==> src/rtl/card_draw_scheduler_pkg.sv <==
// Shared defaults and FSM encoding for the card-draw scheduler.
package card_draw_scheduler_pkg;
  localparam int N_OBJ_D       = 16;
  localparam int COLOR_DEPTH_D = 6;
  localparam int XW_D          = 10;
  localparam int YW_D          = 9;
  localparam int TIMEOUT_D     = 8192;

  typedef enum logic [1:0] {
    IDLE  = 2'd0,
    GRANT = 2'd1,
    WAIT  = 2'd2
  } state_t;
endpackage

==> src/rtl/card_draw_scheduler_if.sv <==
// Object-array <-> scheduler <-> vga_adapter signal bundle.
interface card_draw_scheduler_if #(
  parameter int N_OBJ       = 16,
  parameter int COLOR_DEPTH = 6,
  parameter int XW          = 10,
  parameter int YW          = 9,
  parameter int IW          = $clog2(N_OBJ)
);
  logic                         redraw_all;
  logic [N_OBJ-1:0]             req;
  logic [N_OBJ-1:0]             inst_done;
  logic [N_OBJ-1:0]             inst_write;
  logic [N_OBJ*XW-1:0]          inst_x_bus;
  logic [N_OBJ*YW-1:0]          inst_y_bus;
  logic [N_OBJ*COLOR_DEPTH-1:0] inst_color_bus;
  logic [N_OBJ-1:0]             inst_go;
  logic [XW-1:0]                vga_x;
  logic [YW-1:0]                vga_y;
  logic [COLOR_DEPTH-1:0]       vga_color;
  logic                         vga_plot;
  logic                         busy;
  logic [IW-1:0]                cur_idx;
  logic                         timeout_err;

  modport master (
    output redraw_all, req, inst_done, inst_write, inst_x_bus, inst_y_bus, inst_color_bus,
    input  inst_go, vga_x, vga_y, vga_color, vga_plot, busy, cur_idx, timeout_err
  );

  modport slave (
    input  redraw_all, req, inst_done, inst_write, inst_x_bus, inst_y_bus, inst_color_bus,
    output inst_go, vga_x, vga_y, vga_color, vga_plot, busy, cur_idx, timeout_err
  );
endinterface

==> src/rtl/card_draw_scheduler_rr_picker.sv <==
// Round-robin priority encoder: first set pending bit at or after rr_ptr, wrapping.
module card_rr_picker #(
  parameter int N_OBJ = 16
) (
  input  logic [N_OBJ-1:0]         pending,
  input  logic [$clog2(N_OBJ)-1:0] rr_ptr,
  output logic                     valid,
  output logic [$clog2(N_OBJ)-1:0] idx
);
  localparam int IW = $clog2(N_OBJ);

  logic [2*N_OBJ-1:0] dbl;
  logic [N_OBJ-1:0]   rot;
  logic [IW:0]        off;
  logic [IW:0]        sum;

  always_comb begin
    // Rotating a doubled copy keeps the wrap handling free of modulo logic.
    dbl   = {pending, pending} >> rr_ptr;
    rot   = dbl[N_OBJ-1:0];
    valid = |rot;
    off   = '0;
    for (int i = N_OBJ - 1; i >= 0; i--) begin
      if (rot[i]) off = (IW+1)'(i);
    end
    sum = off + {1'b0, rr_ptr};
    if (sum >= (IW+1)'(N_OBJ)) idx = IW'(sum - (IW+1)'(N_OBJ));
    else                       idx = IW'(sum);
  end
endmodule

==> src/rtl/card_draw_scheduler.sv <==
// Arbitrates the single VGA write port among the card objects, one grant at a time.
module card_draw_scheduler
  import card_draw_scheduler_pkg::*;
#(
  parameter int N_OBJ       = N_OBJ_D,
  parameter int COLOR_DEPTH = COLOR_DEPTH_D,
  parameter int XW          = XW_D,
  parameter int YW          = YW_D,
  parameter int TIMEOUT     = TIMEOUT_D
) (
  input logic                  clk,
  input logic                  rst,
  card_draw_scheduler_if.slave bus
);
  localparam int IW = $clog2(N_OBJ);
  localparam int TW = $clog2(TIMEOUT);

  state_t                 state, state_nxt;
  logic [N_OBJ-1:0]       pending, clr, go;
  logic [IW-1:0]          rr_ptr, cur_idx, pick_idx, next_ptr;
  logic                   pick_vld;
  logic [TW-1:0]          timer;
  logic                   done_cur, timeout_hit;
  logic                   busy, timeout_err;
  logic [XW-1:0]          vga_x;
  logic [YW-1:0]          vga_y;
  logic [COLOR_DEPTH-1:0] vga_color;
  logic                   vga_plot;

  card_rr_picker #(.N_OBJ(N_OBJ)) u_pick (
    .pending (pending),
    .rr_ptr  (rr_ptr),
    .valid   (pick_vld),
    .idx     (pick_idx)
  );

  assign done_cur    = bus.inst_done[cur_idx];
  assign timeout_hit = (timer == TW'(TIMEOUT - 1));
  assign next_ptr    = (cur_idx == IW'(N_OBJ - 1)) ? '0 : cur_idx + 1'b1;
  assign clr         = (state == GRANT) ? ({{(N_OBJ-1){1'b0}}, 1'b1} << cur_idx) : '0;

  always_ff @(posedge clk or posedge rst) begin
    if (rst) state <= IDLE;
    else     state <= state_nxt;
  end

  always_comb begin
    state_nxt = state;
    unique case (state)
      IDLE:    if (pick_vld) state_nxt = GRANT;
      GRANT:   state_nxt = WAIT;
      WAIT:    if (done_cur || timeout_hit) state_nxt = IDLE;
      default: state_nxt = IDLE;
    endcase
  end

  // done beats timeout when both land in the same cycle
  always_comb begin
    go          = '0;
    busy        = 1'b0;
    timeout_err = 1'b0;
    case (state)
      GRANT: begin
        go[cur_idx] = 1'b1;
        busy        = 1'b1;
      end
      WAIT: begin
        busy        = 1'b1;
        timeout_err = timeout_hit && !done_cur;
      end
      default: ;
    endcase
  end

  // A new request in the same cycle as the grant's clear keeps the bit set.
  always_ff @(posedge clk or posedge rst) begin
    if (rst) begin
      pending <= '0;
      rr_ptr  <= '0;
      cur_idx <= '0;
      timer   <= '0;
    end else begin
      pending <= (pending & ~clr) | bus.req | {N_OBJ{bus.redraw_all}};
      if (state == IDLE && pick_vld) cur_idx <= pick_idx;
      if (state == GRANT)                     timer <= '0;
      else if (state == WAIT && !timeout_hit) timer <= timer + 1'b1;
      if (state == WAIT && (done_cur || timeout_hit)) rr_ptr <= next_ptr;
    end
  end

  always_ff @(posedge clk or posedge rst) begin
    if (rst) begin
      vga_x     <= '0;
      vga_y     <= '0;
      vga_color <= '0;
      vga_plot  <= 1'b0;
    end else begin
      if (state == WAIT) begin
        vga_x     <= bus.inst_x_bus[int'(cur_idx)*XW +: XW];
        vga_y     <= bus.inst_y_bus[int'(cur_idx)*YW +: YW];
        vga_color <= bus.inst_color_bus[int'(cur_idx)*COLOR_DEPTH +: COLOR_DEPTH];
      end else begin
        vga_x     <= '0;
        vga_y     <= '0;
        vga_color <= '0;
      end
      vga_plot <= bus.inst_write[cur_idx] && (state == WAIT);
    end
  end

  assign bus.inst_go     = go;
  assign bus.busy        = busy;
  assign bus.timeout_err = timeout_err;
  assign bus.cur_idx     = cur_idx;
  assign bus.vga_x       = vga_x;
  assign bus.vga_y       = vga_y;
  assign bus.vga_color   = vga_color;
  assign bus.vga_plot    = vga_plot;
endmodule
==> src/flat_wrapper.sv <==
// flat-port wrapper written by rule: the top's interface ports become plain ports
module card_draw_scheduler_flat import card_draw_scheduler_pkg::*;
#(
  parameter int N_OBJ       = N_OBJ_D,
  parameter int COLOR_DEPTH = COLOR_DEPTH_D,
  parameter int XW          = XW_D,
  parameter int YW          = YW_D,
  parameter int TIMEOUT     = TIMEOUT_D
)
  (clk, rst, bus_redraw_all, bus_req, bus_inst_done, bus_inst_write, bus_inst_x_bus, bus_inst_y_bus, bus_inst_color_bus, bus_inst_go, bus_vga_x, bus_vga_y, bus_vga_color, bus_vga_plot, bus_busy, bus_cur_idx, bus_timeout_err);
  card_draw_scheduler_if #(.N_OBJ(N_OBJ), .COLOR_DEPTH(COLOR_DEPTH), .XW(XW), .YW(YW)) bus_i ();
  input logic clk;
  input logic rst;
  input wire logic [$bits(bus_i.redraw_all)-1:0] bus_redraw_all;
  input wire logic [$bits(bus_i.req)-1:0] bus_req;
  input wire logic [$bits(bus_i.inst_done)-1:0] bus_inst_done;
  input wire logic [$bits(bus_i.inst_write)-1:0] bus_inst_write;
  input wire logic [$bits(bus_i.inst_x_bus)-1:0] bus_inst_x_bus;
  input wire logic [$bits(bus_i.inst_y_bus)-1:0] bus_inst_y_bus;
  input wire logic [$bits(bus_i.inst_color_bus)-1:0] bus_inst_color_bus;
  output wire logic [$bits(bus_i.inst_go)-1:0] bus_inst_go;
  output wire logic [$bits(bus_i.vga_x)-1:0] bus_vga_x;
  output wire logic [$bits(bus_i.vga_y)-1:0] bus_vga_y;
  output wire logic [$bits(bus_i.vga_color)-1:0] bus_vga_color;
  output wire logic [$bits(bus_i.vga_plot)-1:0] bus_vga_plot;
  output wire logic [$bits(bus_i.busy)-1:0] bus_busy;
  output wire logic [$bits(bus_i.cur_idx)-1:0] bus_cur_idx;
  output wire logic [$bits(bus_i.timeout_err)-1:0] bus_timeout_err;
  assign bus_i.redraw_all = bus_redraw_all;
  assign bus_i.req = bus_req;
  assign bus_i.inst_done = bus_inst_done;
  assign bus_i.inst_write = bus_inst_write;
  assign bus_i.inst_x_bus = bus_inst_x_bus;
  assign bus_i.inst_y_bus = bus_inst_y_bus;
  assign bus_i.inst_color_bus = bus_inst_color_bus;
  assign bus_inst_go = bus_i.inst_go;
  assign bus_vga_x = bus_i.vga_x;
  assign bus_vga_y = bus_i.vga_y;
  assign bus_vga_color = bus_i.vga_color;
  assign bus_vga_plot = bus_i.vga_plot;
  assign bus_busy = bus_i.busy;
  assign bus_cur_idx = bus_i.cur_idx;
  assign bus_timeout_err = bus_i.timeout_err;
  card_draw_scheduler #(.N_OBJ(N_OBJ), .COLOR_DEPTH(COLOR_DEPTH), .XW(XW), .YW(YW), .TIMEOUT(TIMEOUT)) u_core (.clk(clk), .rst(rst), .bus(bus_i));
endmodule
==> config.mk <==
export PLATFORM = sky130hd
export DESIGN_NAME = card_draw_scheduler_flat
export DESIGN_NICKNAME = d
export VERILOG_FILES = /design/src/rtl/card_draw_scheduler_pkg.sv /design/src/rtl/card_draw_scheduler_if.sv /design/src/rtl/card_draw_scheduler_rr_picker.sv /design/src/rtl/card_draw_scheduler.sv /design/src/flat_wrapper.sv
export SDC_FILE = /design/constraint.sdc
export NUM_CORES = 1
export LEC_CHECK = 0
export BUFFER_PORTS_ARGS = -buffer_cell sky130_fd_sc_hd__buf_4
export CAP_MARGIN = 15
export CORE_AREA = 3 3 194 196
export DETAILED_ROUTE_END_ITERATION = 16
export DIE_AREA = 0 0 197 199
export PLACE_DENSITY = 0.5
export RECOVER_POWER = 100
export SETUP_SLACK_MARGIN = 0.2
export SYNTH_ARGS = -nofsm -noshare
export SYNTH_HDL_FRONTEND = slang
export SYNTH_SLANG_ARGS = --single-unit
==> constraint.sdc <==
create_clock -name clk -period 3.5 [get_ports clk]
set_input_delay 0.7 -clock clk [delete_from_list [all_inputs] [get_ports clk]]
set_output_delay 0.7 -clock clk [all_outputs]
set_load 0.01 [all_outputs]
==> results_dict.tcl <==
set metrics [dict create \
    n_fill_cell 3727 \
    cts_max_level 3 \
    antenna_left 0 \
    syn-cell-area_mm2 0.00733 \
    antenna_found_initial 3 \
    drc 0 \
    outcome "finished with violations" \
    io_pins 499 \
    dp_hpwl_mm 31.2 \
    cts_tree "yes" \
    rsz0062_at_grt "true" \
    port_buffers 498 \
    start_kind "flip-flop" \
    ys_seq_area_share_pct 22.2 \
    grt_pass1_wl_mm 52.7 \
    grt.total_usage_pct 18.1 \
    cts_root_buf "clkbuf_16" \
    grt_max_degree 66 \
    wl_per_cell_um 23.7 \
    final_cells 1559 \
    critical_path_arrival_ns 3.65 \
    r2r_end "u_core.bus.cur_idx[3]" \
    worstPathRequired_ns 3.71 \
    ys_warn_count 0 \
    cp_num_buf_inv 1 \
    synth-edff-count 0 \
    path_clk_slew_ns 0.06 \
    setup_slack_ns 0.0617 \
    area_delta_synth_final_pct 65.4 \
    synth_nets 1033 \
    setup_viol 0 \
    overflow 0 \
    slowest_stage "mux4_2" \
    vdd_ir_drop_max_v 0.000322 \
    core-area_mm2 0.0363 \
    cp_slowest_stage_delay_ns 0.56 \
    drive_gt1_share_pct 65.7 \
    violations "capacitance limit, slew limit" \
    r2r_setup_slack_ns 0.06 \
    fin_worst_skew_ns 0.00783 \
    grt_pass1_vias 7878 \
    hp-start "u_core.state[1]" \
    max_freq_mhz 291 \
    die_x_um 197 \
    worstPathCellList "buf_12, mux4_2, mux4_2, or2_1, a211o_1, o22ai_2, ha_1, a21o_1, a21oi_2, xor2_1, xnor2_1, mux2_4" \
    crit_path_frequent_cell "mux4_2" \
    cp-end-kind "flip-flop" \
    place_ws_ns -0.0603 \
    worstMarginPinSlew_ns 1.72 \
    setup_tns_ns 0 \
    cts_buffers 9 \
    routed_wl_mm 36.9 \
    rows 70 \
    dieArea_mm2 0.0392 \
    ys_types 53 \
    slew_headroom_pct -14.9 \
    min_to "u_core.state[1]" \
    insertion_delay_ns 0.33 \
    vias_per_cell 4.85 \
    drtIter0Drc 511 \
    dr.pass1.iters 5 \
    maxCapViolCount 1 \
    crit_type "flip-flop to flip-flop" \
    synth_flop_cell "dfrtp_1" \
    start_util_pct 20.2 \
    worstHoldPathType "flip-flop to flip-flop" \
    dp.cells 1535 \
    die_h_um 199 \
    p_leak_nw 5.06 \
    gp_congestion 0.906 \
    worstReg2RegStart "u_core.rr_ptr[0]" \
    async_flop_share_pct 100 \
    postSynthCellCount 568 \
    ys_seq_elements 65 \
    slew_violations 66 \
    p_per_area_mw_per_mm2 560 \
    cts_buffer_depth 2 \
    holdPathStages 1 \
    route.vias.total 7557 \
    reg2regPathDepth 12 \
    layout_min_cycle_time_ns 3.44 \
    holdWs_ns 0.535 \
    clock_sinks 65 \
    nets 1550 \
    power.total_mw 6.79 \
    hold_violations 0 \
    syn_area_per_cell_um2 12.9 \
    crit_path_max_fanout 10 \
    period_share_pct 98.2 \
    path_delay_family "multiplexers" \
]
[state kept, by name (all words and copies together), names as in the netlist]
signal	cells
u_core.pending	16
u_core.timer	13
u_core.bus.vga_x	10
u_core.bus.vga_y	9
u_core.bus.vga_color	6
u_core.bus.cur_idx	4
u_core.rr_ptr	4
u_core.state	2
u_core.bus.vga_plot	1
[worst reg2reg max path, stage by stage, from the launching register on]
cell and delay [ns]:
dfrtp_2 0.43, buf_12 0.16, mux4_2 0.56, mux4_2 0.51
or2_1 0.24, a211o_1 0.24, o22ai_2 0.12, ha_1 0.25
a21o_1 0.16, a21oi_2 0.13, xor2_1 0.18, xnor2_1 0.08
mux2_4 0.25
[synth_stat cells, types with 2 or more instances]
library cell / number / area (um2)
nor4b_1: 2 / 17.5
o21ai_1: 2 / 10.0
mux4_2: 160 / 3600
mux2_1: 6 / 67.6
and2_1: 28 / 175
a21oi_1: 16 / 80.1
nor3_1: 9 / 45.0
nand3_1: 8 / 40.0
o22ai_1: 3 / 18.8
nand4_1: 8 / 50.1
o21ai_0: 17 / 85.1
buf_6: 2 / 22.5
buf_1: 12 / 45.0
clkbuf_1: 34 / 128
and3_1: 3 / 18.8
o211ai_1: 4 / 30.0
or3_1: 2 / 12.5
buf_2: 6 / 30.0
nor2_1: 46 / 173
nor2b_1: 6 / 37.5
inv_1: 12 / 45.0
ha_1: 13 / 163
o221ai_1: 2 / 17.5
a2111oi_0: 2 / 17.5
nand2b_1: 2 / 12.5
a31oi_1: 2 / 12.5
a211o_1: 3 / 26.3
mux2_2: 7 / 78.8
a21o_1: 4 / 30.0
mux2i_1: 9 / 90.1
dfrtp_1: 65 / 1630
xnor2_1: 4 / 35.0
a211oi_1: 7 / 52.6
a2111oi_2: 3 / 45.0
a311oi_1: 2 / 17.5
xor2_1: 10 / 87.6
nand2_1: 30 / 113
o22a_1: 2 / 17.5
[cell families after synthesis]
family	share of synthesized area (%)
xor+xnor	1.67
simple gates	9.74
buf+inv	3.84
flops	22.2
fa+ha+maj	2.49
mux	52.4
compound gates	7.73
[layout by cell type (no fill, tap or decap), drive strengths merged, types with 2 or more instances in the layout]
cell type	count
xnor2	4
xor2	10
a21o	4
and3	3
a211o	3
mux2i	9
a31oi	2
and2	28
a2111oi	6
o211ai	4
clkbuf	70
nand4	8
nand3	8
o221ai	3
buf	504
diode	2
nand2	30
or3	2
o21ai	19
mux4	160
a311oi	2
a21boi	2
nor4b	2
dfrtp	65
ha	13
o22a	2
a21oi	16
mux2	13
nor3	9
inv	13
nand2b	2
nor2	46
o22ai	3
nor2b	6
a211oi	8
[per-layer routing]
metal  vias to the layer above  share of wire (%)  GRT usage, %
met3                        30                6.4          3.93
met1                      3848                 40          23.6
li1                       3371                  -             -
met4                         2                1.5          4.70
met5                         -              0.035             0
met2                       306                 52          30.8
[power by group]
part	internal [mW]	switching, mW
logic	2.59	2.12
registers	0.927	0.278
clock network	0.533	0.334
total	4.05	2.73
[area by class of cell]
| class | count | area, um2 | share of cell area [%] |
|---|---|---|---|
| tap | 468 | 586 | 4.83 |
| inverter | 13 | 48.8 | 0.402 |
| clock buffer | 13 | 270 | 2.23 |
| sequential | 65 | 1630 | 13.5 |
| clock inverter | 2 | 12.5 | 0.103 |
| multi-input combinational | 435 | 5520 | 45.5 |
| timing repair buffer | 561 | 4050 | 33.4 |
| antenna | 2 | 5.00 | 0.0412 |
[worst max path at each step]
stage                     startpoint               endpoint  cells past startpoint
CTS                 u_core.rr_ptr[0]  u_core.bus.cur_idx[3]                     12
detailed placement  u_core.rr_ptr[0]  u_core.bus.cur_idx[3]                     12
finish              u_core.rr_ptr[0]  u_core.bus.cur_idx[3]                     12
floorplan           u_core.rr_ptr[0]  u_core.bus.cur_idx[3]                     13
global route        u_core.rr_ptr[0]  u_core.bus.cur_idx[3]                     12
global placement    u_core.rr_ptr[0]  u_core.bus.cur_idx[3]                     12
[per-stage QoR]
step | utilization (%) | instance area, um2
floorplan | - | 7370
global placement | 32.9 | 11900
detailed placement | 32.9 | 11900
CTS | 33.8 | 12200
global route | 33.5 | 12100
finish | 33.5 | 12100
[what timing repair did]
action / CTS / global route
gates resized for setup: 5 / 14
endpoints found under the setup margin: 3 / 5
hold buffers: 0 / 0
setup buffers: 3 / 4
pin swaps: 1 / 6
Power figures use the tool's default switching activity.
